<file path="src/rtl/ps2_host_tx.sv">
// PS/2 host-to-device transmitter. It inhibits the bus, issues request-to-send,
// shifts a byte on device clock edges, captures the ACK and aborts on timeout.
module ps2_host_tx #(
  parameter int unsigned INHIBIT_CYCLES = 12000,
  parameter int unsigned REQ_CYCLES     = 16,
  parameter int unsigned START_TIMEOUT  = 1500000,
  parameter int unsigned XFER_TIMEOUT   = 200000
) (
  input  logic       clk,
  input  logic       rst,
  input  logic [7:0] tx_data,
  input  logic       tx_valid,
  output logic       tx_ready,
  input  logic       ps2_clk_in,
  input  logic       ps2_data_in,
  output logic       ps2_clk_oe,
  output logic       ps2_data_oe,
  output logic       busy,
  output logic       done,
  output logic       ack_ok,
  output logic       err
);

  typedef enum logic [2:0] {
    IDLE, INHIBIT, REQ, WAIT_START, SHIFT, WAIT_ACK, WAIT_IDLE, ABORT
  } state_t;

  state_t      state, state_n;
  logic [31:0] cnt, cnt_n;
  logic [3:0]  idx, idx_n;
  logic [9:0]  frame, frame_n;
  logic        ack_pend, ack_pend_n;
  logic [2:0]  s_clk;
  logic [1:0]  s_data;
  logic        sync_clk, sync_data, fe;
  logic        start_to, xfer_to;
  logic        clk_oe_n, data_oe_n, busy_n, tx_ready_n, done_n, ack_ok_n, err_n;

  assign sync_clk  = s_clk[1];
  assign sync_data = s_data[1];
  assign fe        = s_clk[2] & ~s_clk[1];

  // Abort is decided two counts early: the ABORT cycle plus the registered
  // err then land exactly TIMEOUT cycles after the phase start.
  assign start_to = (cnt == 32'(START_TIMEOUT - 2));
  assign xfer_to  = (cnt == 32'(XFER_TIMEOUT - 2));

  always_comb begin
    state_n    = state;
    cnt_n      = cnt + 32'd1;
    idx_n      = idx;
    frame_n    = frame;
    ack_pend_n = ack_pend;
    data_oe_n  = ps2_data_oe;
    done_n     = 1'b0;
    err_n      = 1'b0;
    ack_ok_n   = ack_ok;
    case (state)
      IDLE: begin
        cnt_n = '0;
        if (tx_valid && tx_ready) begin
          frame_n = {1'b1, ~^tx_data, tx_data};
          state_n = INHIBIT;
        end
      end
      INHIBIT: begin
        if (cnt == 32'(INHIBIT_CYCLES - 1)) begin
          state_n = REQ;
          cnt_n   = '0;
        end
      end
      REQ: begin
        if (cnt == 32'(REQ_CYCLES - 1)) begin
          state_n = WAIT_START;
          cnt_n   = '0;
        end
      end
      WAIT_START: begin
        if (start_to) begin
          state_n = ABORT;
        end else if (fe) begin
          data_oe_n = ~frame[0];
          idx_n     = 4'd1;
          cnt_n     = 32'd1;
          state_n   = SHIFT;
        end
      end
      SHIFT: begin
        if (xfer_to) begin
          state_n = ABORT;
        end else if (fe) begin
          data_oe_n = ~frame[idx];
          idx_n     = idx + 4'd1;
          if (idx == 4'd9) state_n = WAIT_ACK;
        end
      end
      WAIT_ACK: begin
        if (xfer_to) begin
          state_n = ABORT;
        end else if (fe) begin
          ack_pend_n = ~sync_data;
          state_n    = WAIT_IDLE;
        end
      end
      WAIT_IDLE: begin
        if (xfer_to) begin
          state_n = ABORT;
        end else if (sync_clk && sync_data) begin
          done_n   = 1'b1;
          ack_ok_n = ack_pend;
          state_n  = IDLE;
        end
      end
      ABORT: begin
        err_n   = 1'b1;
        state_n = IDLE;
      end
      default: state_n = IDLE;
    endcase

    clk_oe_n   = (state_n == INHIBIT) || (state_n == REQ);
    busy_n     = (state_n != IDLE);
    tx_ready_n = (state_n == IDLE);
    if (state_n == IDLE || state_n == INHIBIT || state_n == ABORT) data_oe_n = 1'b0;
    if (state_n == REQ) data_oe_n = 1'b1;
  end

  always_ff @(posedge clk or negedge rst) begin
    if (!rst) begin
      state       <= IDLE;
      cnt         <= '0;
      idx         <= '0;
      frame       <= '0;
      ack_pend    <= 1'b0;
      s_clk       <= '0;
      s_data      <= '0;
      ps2_clk_oe  <= 1'b0;
      ps2_data_oe <= 1'b0;
      busy        <= 1'b0;
      tx_ready    <= 1'b0;
      done        <= 1'b0;
      ack_ok      <= 1'b0;
      err         <= 1'b0;
    end else begin
      state       <= state_n;
      cnt         <= cnt_n;
      idx         <= idx_n;
      frame       <= frame_n;
      ack_pend    <= ack_pend_n;
      s_clk       <= {s_clk[1:0], ps2_clk_in};
      s_data      <= {s_data[0], ps2_data_in};
      ps2_clk_oe  <= clk_oe_n;
      ps2_data_oe <= data_oe_n;
      busy        <= busy_n;
      tx_ready    <= tx_ready_n;
      done        <= done_n;
      ack_ok      <= ack_ok_n;
      err         <= err_n;
    end
  end

endmodule

</file>
<file path="config.mk">
export PLATFORM = sky130hd
export DESIGN_NAME = ps2_host_tx
export DESIGN_NICKNAME = d
export VERILOG_FILES = /design/src/rtl/ps2_host_tx.sv
export SDC_FILE = /design/constraint.sdc
export NUM_CORES = 1
export LEC_CHECK = 0
export ABC_AREA = 0
export BUFFER_PORTS_ARGS = -buffer_cell sky130_fd_sc_hd__clkbuf_2
export CORE_UTILIZATION = 54
export DETAILED_ROUTE_END_ITERATION = 8
export MAX_ROUTING_LAYER = met4
export PLACE_DENSITY = 0.83
export SLEW_MARGIN = 20
export SYNTH_ARGS = -nofsm -noshare
export SYNTH_HDL_FRONTEND = slang
export SYNTH_SLANG_ARGS = --single-unit
</file>
<file path="constraint.sdc">
create_clock -name clk -period 2.2 [get_ports clk]
set_input_delay 0 -clock clk [delete_from_list [all_inputs] [get_ports clk]]
set_output_delay 0 -clock clk [all_outputs]
set_load 0.05 [all_outputs]
</file>
======== Yosys cells after proc, flatten, opt, wreduce, memory -nomap -nowiden ========
Index checks and enable logic that the tools add are counted.
storage, ports and cells
  output and inout bits ................... 7
  flip-flop bits (word level) ............. 62
operators by class
  order comparisons ....................... 1
  multiplexer cells ....................... 36
  $add $sub $neg .......................... 2
  bitwise operators ....................... 6
  reductions and logical operators ........ 16
  eq/ne operators ......................... 23
operator list
  operator                                                                 count
  32-bit 2-to-1 mux                                                        4
  32-bit one-hot mux with 4 select lines                                   1
  3-bit 2-to-1 mux                                                         12
  32-bit by 1-bit adder with 32-bit output, second input constant          1
  32-bit by 14-bit equality test with 1-bit output, second input constant  1
  32-bit by 18-bit equality test with 1-bit output, second input constant  1
  32-bit by 21-bit equality test with 1-bit output, second input constant  1
  32-bit by 4-bit equality test with 1-bit output, second input constant   1
  3-bit one-hot mux with 8 select lines                                    1
  4-bit 2-to-1 mux                                                         4
  4-bit inequality test, second input constant                             4
  3-bit equality test, second input constant                               5
  1-bit 2-to-1 mux                                                         11
  5-bit AND reduction                                                      2
  3-bit by 2-bit equality test with 1-bit output, second input constant    3
  2-bit inequality test, second input constant                             4
  4-bit one-hot mux with 2 select lines                                    1
  8-bit XNOR reduction                                                     1
  3-bit by 1-bit equality test with 1-bit output, second input constant    2
  3-bit logical NOT                                                        2
  3-bit AND reduction                                                      2
  4-bit by 5-bit < comparator with 1-bit output, second input constant     1
  1-bit inverter                                                           5
  4-bit by 1-bit adder with 4-bit output, second input constant            1
  10 further kinds                                                         13

======== Longest topological paths before layout ========
Gate-level depths: netlist of run 1.
  depth after elaboration ................. 10
  mapped depth ............................ 10
  depth with buffers taken out ............ 9

======== Least setup slack after synthesis of run 1 ========
OpenSTA, ideal clock, no wires.
  kind .................................... flip-flop to flip-flop
  start point ............................. register cnt[0]
  end point ............................... register cnt[10]
  data arrival time ....................... 2102 ps
  slack ................................... -21 ps
  buffers on the path ..................... 2
  clock period less this slack ............ 2221 ps
  required time ........................... 2081 ps
  setup time .............................. 119 ps
  cell stages (with the launch flop) ...... 11
  path through ............................ dfrtp_1 -> ha_1 -> nand3_1 -> or4_1 -> nor4_2 -> nor2_1 -> a211oi_2 -> and2_1 -> buf_4 -> buf_6 -> nor2_1
between the ends
  cells in the longest elaborated chain, start to end .. 4
  elaborated cells on any way between the ends .. 9
  classes of those cells .................. 1 x add/sub; 3 x eq/ne; 5 x mux
ends and longest elaborated chain
  element                                   line  RTL
  start: declaration                        29    logic [31:0] cnt, cnt_n;
  start signal: assignment                  146   cnt <= cnt_n;
  32-bit by 1-bit adder with 32-bit output  50    cnt_n = cnt + 32'd1;
  32-bit 2-to-1 mux                         81    end else if (fe) begin
  32-bit 2-to-1 mux                         79    if (start_to) begin
  32-bit one-hot mux with 4 select lines *  58    case (state)
  net cnt_n[10]                             29
Mark *: on every way through the listed nets, which the timed path passes. The rest lies on a longest branch.
A chain may end at the register's enable or synchronous reset.

======== Final worst setup path of run 1 ========
  start point ............................. register cnt[10]
  end point ............................... register cnt[26]
The elaborated chain is that of the path after synthesis.

==> summary.txt, run 1 <==
Post-Syn Area per Cell: 10.21 um^2
Worst path arrival time: 2.45 ns
Crit path required time: 2.41 ns
Setup Skew: 0.007725 ns
Largest net degree at the start of global routing: 63
Post-synth net total: 332
Commonest cells after routing, fill and taps aside: dfrtp_1 (62), nor2_1 (53), buf_4 (42)
Area post-placement: 0.003649 mm^2
Commonest non-fill, non-tap cell in the layout: dfrtp_1
Pre-Repair DR Iteration Count: 5
Failing checks: setup timing
First-pass GRT wire length: 12790 um
Core Area: 0.005608 mm^2
GP Congestion: 0.8674
Crit-path max FO: 16
Endpoints failing hold: 0
Remaining DRCs: 0
Num rows: 27
Total area of sequential cells: 0.001551 mm^2
CTS tree: done
Grt total ovfl: 0
Status: finished with violations
Yosys reg bits: 62
CTS clk-pin slew, worst paths: 0.07 ns
HP Class: in2reg
Total track usage: 27.90%
Final period util: 101.6%
Hold path depth: 2
Layout area overhead: 27.46%
Slew headroom: 49.81%
Post-Layout Cell Count: 464
Iter 0 DRT Violations: 266
# IOs: 20
Startpoint types: register
Post-synth top flop: dfrtp_1
Critical-path cell list: or3_4 > or4_4 > nor4_4 > nor2_1 > a211oi_2 > and2_4 > buf_12 > a21oi_1
Root Buffer: clkbuf_8
Power Density: 546.8 mW/mm^2
Number of flops mapped to enable cells by yosys: 0
Peak VDD IR: 0.3947 mV
Max incr delay on CP: 0.44 ns
CTS Buf Count: 9
Slowest-stage cell, CP: or4_4
Worst R2R Path Depth: 8
Simple-gate share of the synthesized area: 24.19%
MaxCap Viol Count: 0
Antenna Nets Post-Route: 0
CP top delay family: simple AND/OR/NAND/NOR gates
Slew Limit Fails: 0
Leak: 1.902 nW
Via/cell ratio: 5.612
Area of the multi-input gates: 0.001664 mm^2
Post-synthesis xor/xnor area fraction: 10.62%
Vias in the first global route: 2674
Fin area: 0.004100 mm^2
Proportion of synthesized area in mux cells: 5.834%
Avg WL per Cell: 16.73 um
Setup Crit Path Kind: reg2reg
Synth cell types: 50
Fin nets: 405
Initial core utilization: 57.36%
Pre-CTS WS: -0.09466 ns
Final setup fails: 33
Clock Sinks: 62
Proportion of layout cells with a drive suffix above 1: 29.59%
Die H: 79.18 um
H-Tree Depth: 3
Ant diodes: 0
Area share of fa/ha/maj cells after synthesis: 1.556%
CP Buf/Inv Count: 1
FMAX: 447.2 MHz
Main combinational cell family by area after synthesis: simple AND/OR/NAND/NOR gates
Die ar.: 0.006269 mm^2
Via count: 2604
Post-layout util: 73.11%
Initial antenna violation count: 0
Mapped Cells: 315
Critical Path End Type: register
I/O Buffers: 19
Synthesized area: 0.003217 mm^2
Setup TNS Final: -0.7227 ns
Cells after DPL: 435
RSZ-0062 raised after global routing: true
Share of synthesized flip-flops with an asynchronous set or reset: 100.0%
Post-Route WL: 7765 um
DP HPWL: 4816 um
Clock Path Buffers: 2
Fin crit period: 2.236 ns
Yosys Warn Count: 0
Clk_lat worst skew: 0.33 ns
Fillers: 394
Tightest Pin Transition: 0.7528 ns
Chip width: 79.18 um
Seq/Total Area, Yosys: 48.23%
Post-synthesis compound-gate area fraction: 6.107%
WP depth: 8
Final worst slack: -0.03629 ns
==> final timing paths <==
path	start	slack (ns)	endpoint
setup / recovery	cnt[10]	-0.04	cnt[26]
hold / removal	ps2_data_in	0.31	s_data[0]
setup reg to reg	cnt[10]	-0.04	cnt[26]
hold reg to reg	s_clk[0]	0.35	s_clk[1]
max in group asynchronous	rst	1.35	frame[3]
min in group asynchronous	rst	0.36	cnt[12]
==> Yosys cell counts, types with 2 or more instances <==
cell	instances	area, um^2
nor4b_1	2	17.52
xor2_1	17	148.9
mux2i_1	3	30.03
o21ai_0	10	50.05
mux2_2	10	112.6
nor3_1	2	10.01
a31oi_1	2	12.51
clkbuf_1	5	18.77
nor2_1	54	202.7
ha_1	4	50.05
nand4_1	9	56.30
inv_1	5	18.77
nand3_1	11	55.05
xnor2_1	22	192.7
and2_1	2	12.51
and4_1	7	61.31
dfrtp_1	62	1551
nand2b_1	4	25.02
and3_1	4	25.02
or3_1	4	25.02
and4b_1	2	20.02
or2_2	3	18.77
a21oi_1	5	25.02
mux4_2	2	45.04
buf_2	2	10.01
nand2_1	26	97.59
nor4_1	7	43.79
buf_6	5	56.30
nor3b_1	2	15.01
nor2b_1	2	12.51
==> worst register-to-register path, delay by kind of cell (launching register included) <==
kind / cells / cell delay, ns
AND/OR/NAND/NOR: 5 / 1.35
flip-flops: 1 / 0.39
AO/OA/AOI/OAI: 2 / 0.24
buffers and inverters: 1 / 0.16
==> area by class of cell <==
type | instances | share of cell area (%)
well taps | 72 | 2.197
multi-input cells | 235 | 40.59
clock buffers | 10 | 3.357
inverters | 5 | 0.4577
clock inverters | 5 | 1.434
flip-flops and latches | 62 | 37.84
repair buffers | 75 | 14.13
==> where the power goes <==
group | internal, mW | switching (mW) | leakage (nW) | total [mW]
Sequential | 1.14 | 0.00330 | 0.825 | 1.15
Combinational | 0.0394 | 0.0460 | 0.982 | 0.0854
Clock | 0.550 | 0.460 | 0.0948 | 1.01
Total | 1.73 | 0.509 | 1.90 | 2.24
==> kinds of logic after synthesis <==
logic type	count (synthesis)
muxes	15
AOI/OAI and AO/OA	28
adders and majority gates	4
buffers and inverters	18
and+or+nand+nor	149
DFF	62
xor gates and xnor gates	39
==> metal layers <==
metal | global-route usage, % | wire length [um] | vias to the layer above
met1 | 35.38 | 3442 | 1279
met5 | - | 0 | -
met4 | 10.55 | 99 | 0
met3 | 4.943 | 295 | 11
li1 | - | - | 1242
met2 | 44.74 | 3928 | 72
==> sequential cells by signal, summed over array words and instances (netlist names) <==
register,flops
s_data,2
ack_ok,1
idx,4
s_clk,3
tx_ready,1
err,1
busy,1
cnt,32
ps2_clk_oe,1
frame,10
done,1
state,3
ps2_data_oe,1
ack_pend,1
==> repair_timing <==
item                       CTS  global route
setup buffers                0             2
pin swaps                    0             2
hold endpoints to repair    72             0
hold buffers                11             0
setup endpoints to repair   35            36
resized for setup           13            11
gates cloned                 1             0
==> through the flow <==
stage          power, mW  hold WS (ns)
4_1_cts            2.248        0.2957
2_1_floorplan      1.193       -0.2956
3_3_place_gp       1.234        0.1134
5_1_grt            2.319        0.2992
3_5_place_dp       1.237        0.1097
6_report           2.242        0.3069
No activity file was read; power rests on OpenSTA's default activity.
==> inputs of run 2 (changes only) <==
- CORE_ASPECT_RATIO: not set -> 0.9
==> run 2 against run 1 <==
Effect of this change:
- the run still ends with setup timing left
- highest routed layer unchanged
- die area barely moved
- combinational power is 2% lower
- clock skew is 0.00083 ns higher
- non-clock buffer count fell by 1
- clock power rose by 9.9%
- flip-flop and latch count unchanged
- register-to-register slack improved by 0.02 ns
- largest cell class unchanged
- design area increased by 2.2%
- wire length down 4.0%
==> summary.txt, run 2 (synthesis results as in run 1) <==
Setup Crit Path Kind: reg2reg
Clock Path Buffers: 2 (unchanged)
Pre-CTS WS: -0.07178 ns (+0.02288 ns)
HP Class: in2reg
Crit-path max FO: 15 (-1)
Endpoints failing hold: 0 (unchanged)
Slew Limit Fails: 0 (unchanged)
Status: finished with violations
Initial core utilization: 56.18% (-1.2 points)
Worst path arrival time: 2.45 ns (about the same)
Num rows: 26 (-3.7%)
Largest net degree at the start of global routing: 33 (-48%)
Startpoint types: register
Initial antenna violation count: 0 (unchanged)
Fillers: 362 (-8.1%)
Avg WL per Cell: 16.14 um (-3.6%)
CTS tree: done
Clock Sinks: 62 (unchanged)
Power Density: 559.8 mW/mm^2 (+2.4%)
Setup Skew: 0.008555 ns (+0.0008303 ns)
Final period util: 100.9% (-0.74 points)
Via count: 2626 (+0.84%)
Failing checks: setup timing
Via/cell ratio: 5.684 (+1.3%)
Leak: 1.929 nW (+1.4%)
Commonest non-fill, non-tap cell in the layout: dfrtp_1
Tightest Pin Transition: 0.8124 ns (+0.05954 ns)
Ant diodes: 0 (unchanged)
Peak VDD IR: 0.5341 mV (+35%)
Setup TNS Final: -0.1202 ns (+0.6025 ns)
Chip width: 83.36 um (+5.3%)
Root Buffer: clkbuf_8
Core Area: 0.005725 mm^2 (+2.1%)
Total area of sequential cells: 0.001551 mm^2 (unchanged)
Vias in the first global route: 2575 (-3.7%)
CTS clk-pin slew, worst paths: 0.07 ns (about the same)
First-pass GRT wire length: 11750 um (-8.1%)
Fin nets: 404 (-0.25%)
Crit path required time: 2.43 ns (+0.02 ns)
Iter 0 DRT Violations: 219 (-18%)
Area of the multi-input gates: 0.001727 mm^2 (+3.8%)
CTS Buf Count: 9 (unchanged)
Commonest cells after routing, fill and taps aside: dfrtp_1 (62), nor2_1 (51), buf_4 (40)
Die H: 75.22 um (-5.0%)
Largest regs: cnt: 32 flops, frame: 10 flops, idx: 4 flops
Slew headroom: 45.84% (-4.0 points)
Antenna Nets Post-Route: 0 (unchanged)
MaxCap Viol Count: 0 (unchanged)
Critical Path End Type: register
Layout area overhead: 30.22%
DP HPWL: 4690 um (-2.6%)
GP Congestion: 0.9277 (+7.0%)
Biggest register: cnt
Fin crit period: 2.220 ns (-0.01633 ns)
Grt total ovfl: 0 (unchanged)
Final setup fails: 16 (-52%)
Total track usage: 25.26% (-2.6 points)
FMAX: 450.5 MHz (+0.74%)
Pre-Repair DR Iteration Count: 5 (unchanged)
Post-Route WL: 7456 um (-4.0%)
H-Tree Depth: 3 (unchanged)
Final worst slack: -0.01996 ns (+0.01633 ns)
I/O Buffers: 19 (unchanged)
Remaining DRCs: 0 (unchanged)
Clk_lat worst skew: 0.35 ns (+0.02 ns)
Proportion of layout cells with a drive suffix above 1: 32.14% (+2.6 points)
RSZ-0062 raised after global routing: true
Die ar.: 0.006270 mm^2 (about the same)
Number of flip-flops in the largest register: 32 (unchanged)
# IOs: 20 (unchanged)
==> run 2: stage by stage <==
stage | total power [mW] | std cells | cell area (um^2) | utilization, % | hold slack (ns)
2_1_floorplan | 1.193 | 315 | 3222 | - | -0.2956
3_3_place_gp | 1.235 | 429 | 3628 | 63.37 | 0.1102
3_5_place_dp | 1.237 | 429 | 3628 | 63.37 | 0.1105
4_1_cts | 2.369 | 457 | 4024 | 70.28 | 0.2631
5_1_grt | 2.416 | 462 | 4189 | 73.16 | 0.2786
6_report | 2.345 | 462 | 4189 | 73.16 | 0.2537
==> run 2: repair_timing <==
| item | 4_1_cts | 5_1_grt |
|---|---|---|
| cloned | 0 | 1 |
| buffers inserted | 1 | 4 |
| pin swaps | 2 | 7 |
| gates resized for setup | 10 | 23 |
| endpoints found under the setup margin | 35 | 36 |
| hold buffers | 11 | 0 |
| hold endpoints to repair | 40 | 0 |
==> run 2: routing by layer <==
| metal | wire [um] | track usage [%] | up-vias |
|---|---|---|---|
| met5 | 0 | - | - |
| met4 | 131 | 12.45 | 0 |
| met3 | 367 | 5.811 | 15 |
| met2 | 3522 | 40.16 | 81 |
| met1 | 3435 | 30.99 | 1286 |
| li1 | - | - | 1244 |
==> run 2: final cells by class <==
cell class | instances | share of cell area, %
inverter | 5 | 0.4480
clock inverter | 7 | 2.360
tap | 70 | 2.091
sequential | 62 | 37.04
clock buffer | 9 | 2.957
multi-input combinational | 235 | 41.22
timing repair buffer | 74 | 13.89
==> run 2: final timing paths <==
| path | start | end | slack (ns) | cells past startpoint |
|---|---|---|---|---|
| max | cnt[1] | cnt[20] | -0.02 | 9 |
| min | tx_valid | state[0] | 0.25 | 5 |
| max in group asynchronous | rst | cnt[0] | 1.28 | 3 |
| min in group asynchronous | rst | cnt[27] | 0.27 | 2 |
| max reg2reg | cnt[1] | cnt[20] | -0.02 | 9 |
| min reg2reg | s_data[0] | s_data[1] | 0.35 | 0 |
==> run 2: report_power, final <==
| group | switching, mW | leakage (nW) | internal [mW] |
|---|---|---|---|
| Combinational | 0.0441 | 0.995 | 0.0398 |
| Clock | 0.473 | 0.109 | 0.640 |
| Sequential | 0.00381 | 0.825 | 1.14 |
==> run 2: worst max-delay path, cell delays in order (launching register included) <==
cell	delay, ns
dfrtp_1	0.37
ha_2	0.19
nand3_2	0.13
or4_4	0.52
nor4_4	0.16
nor2_1	0.07
a211oi_2	0.21
and2_4	0.22
clkbuf_16	0.17
nor2_1	0.06
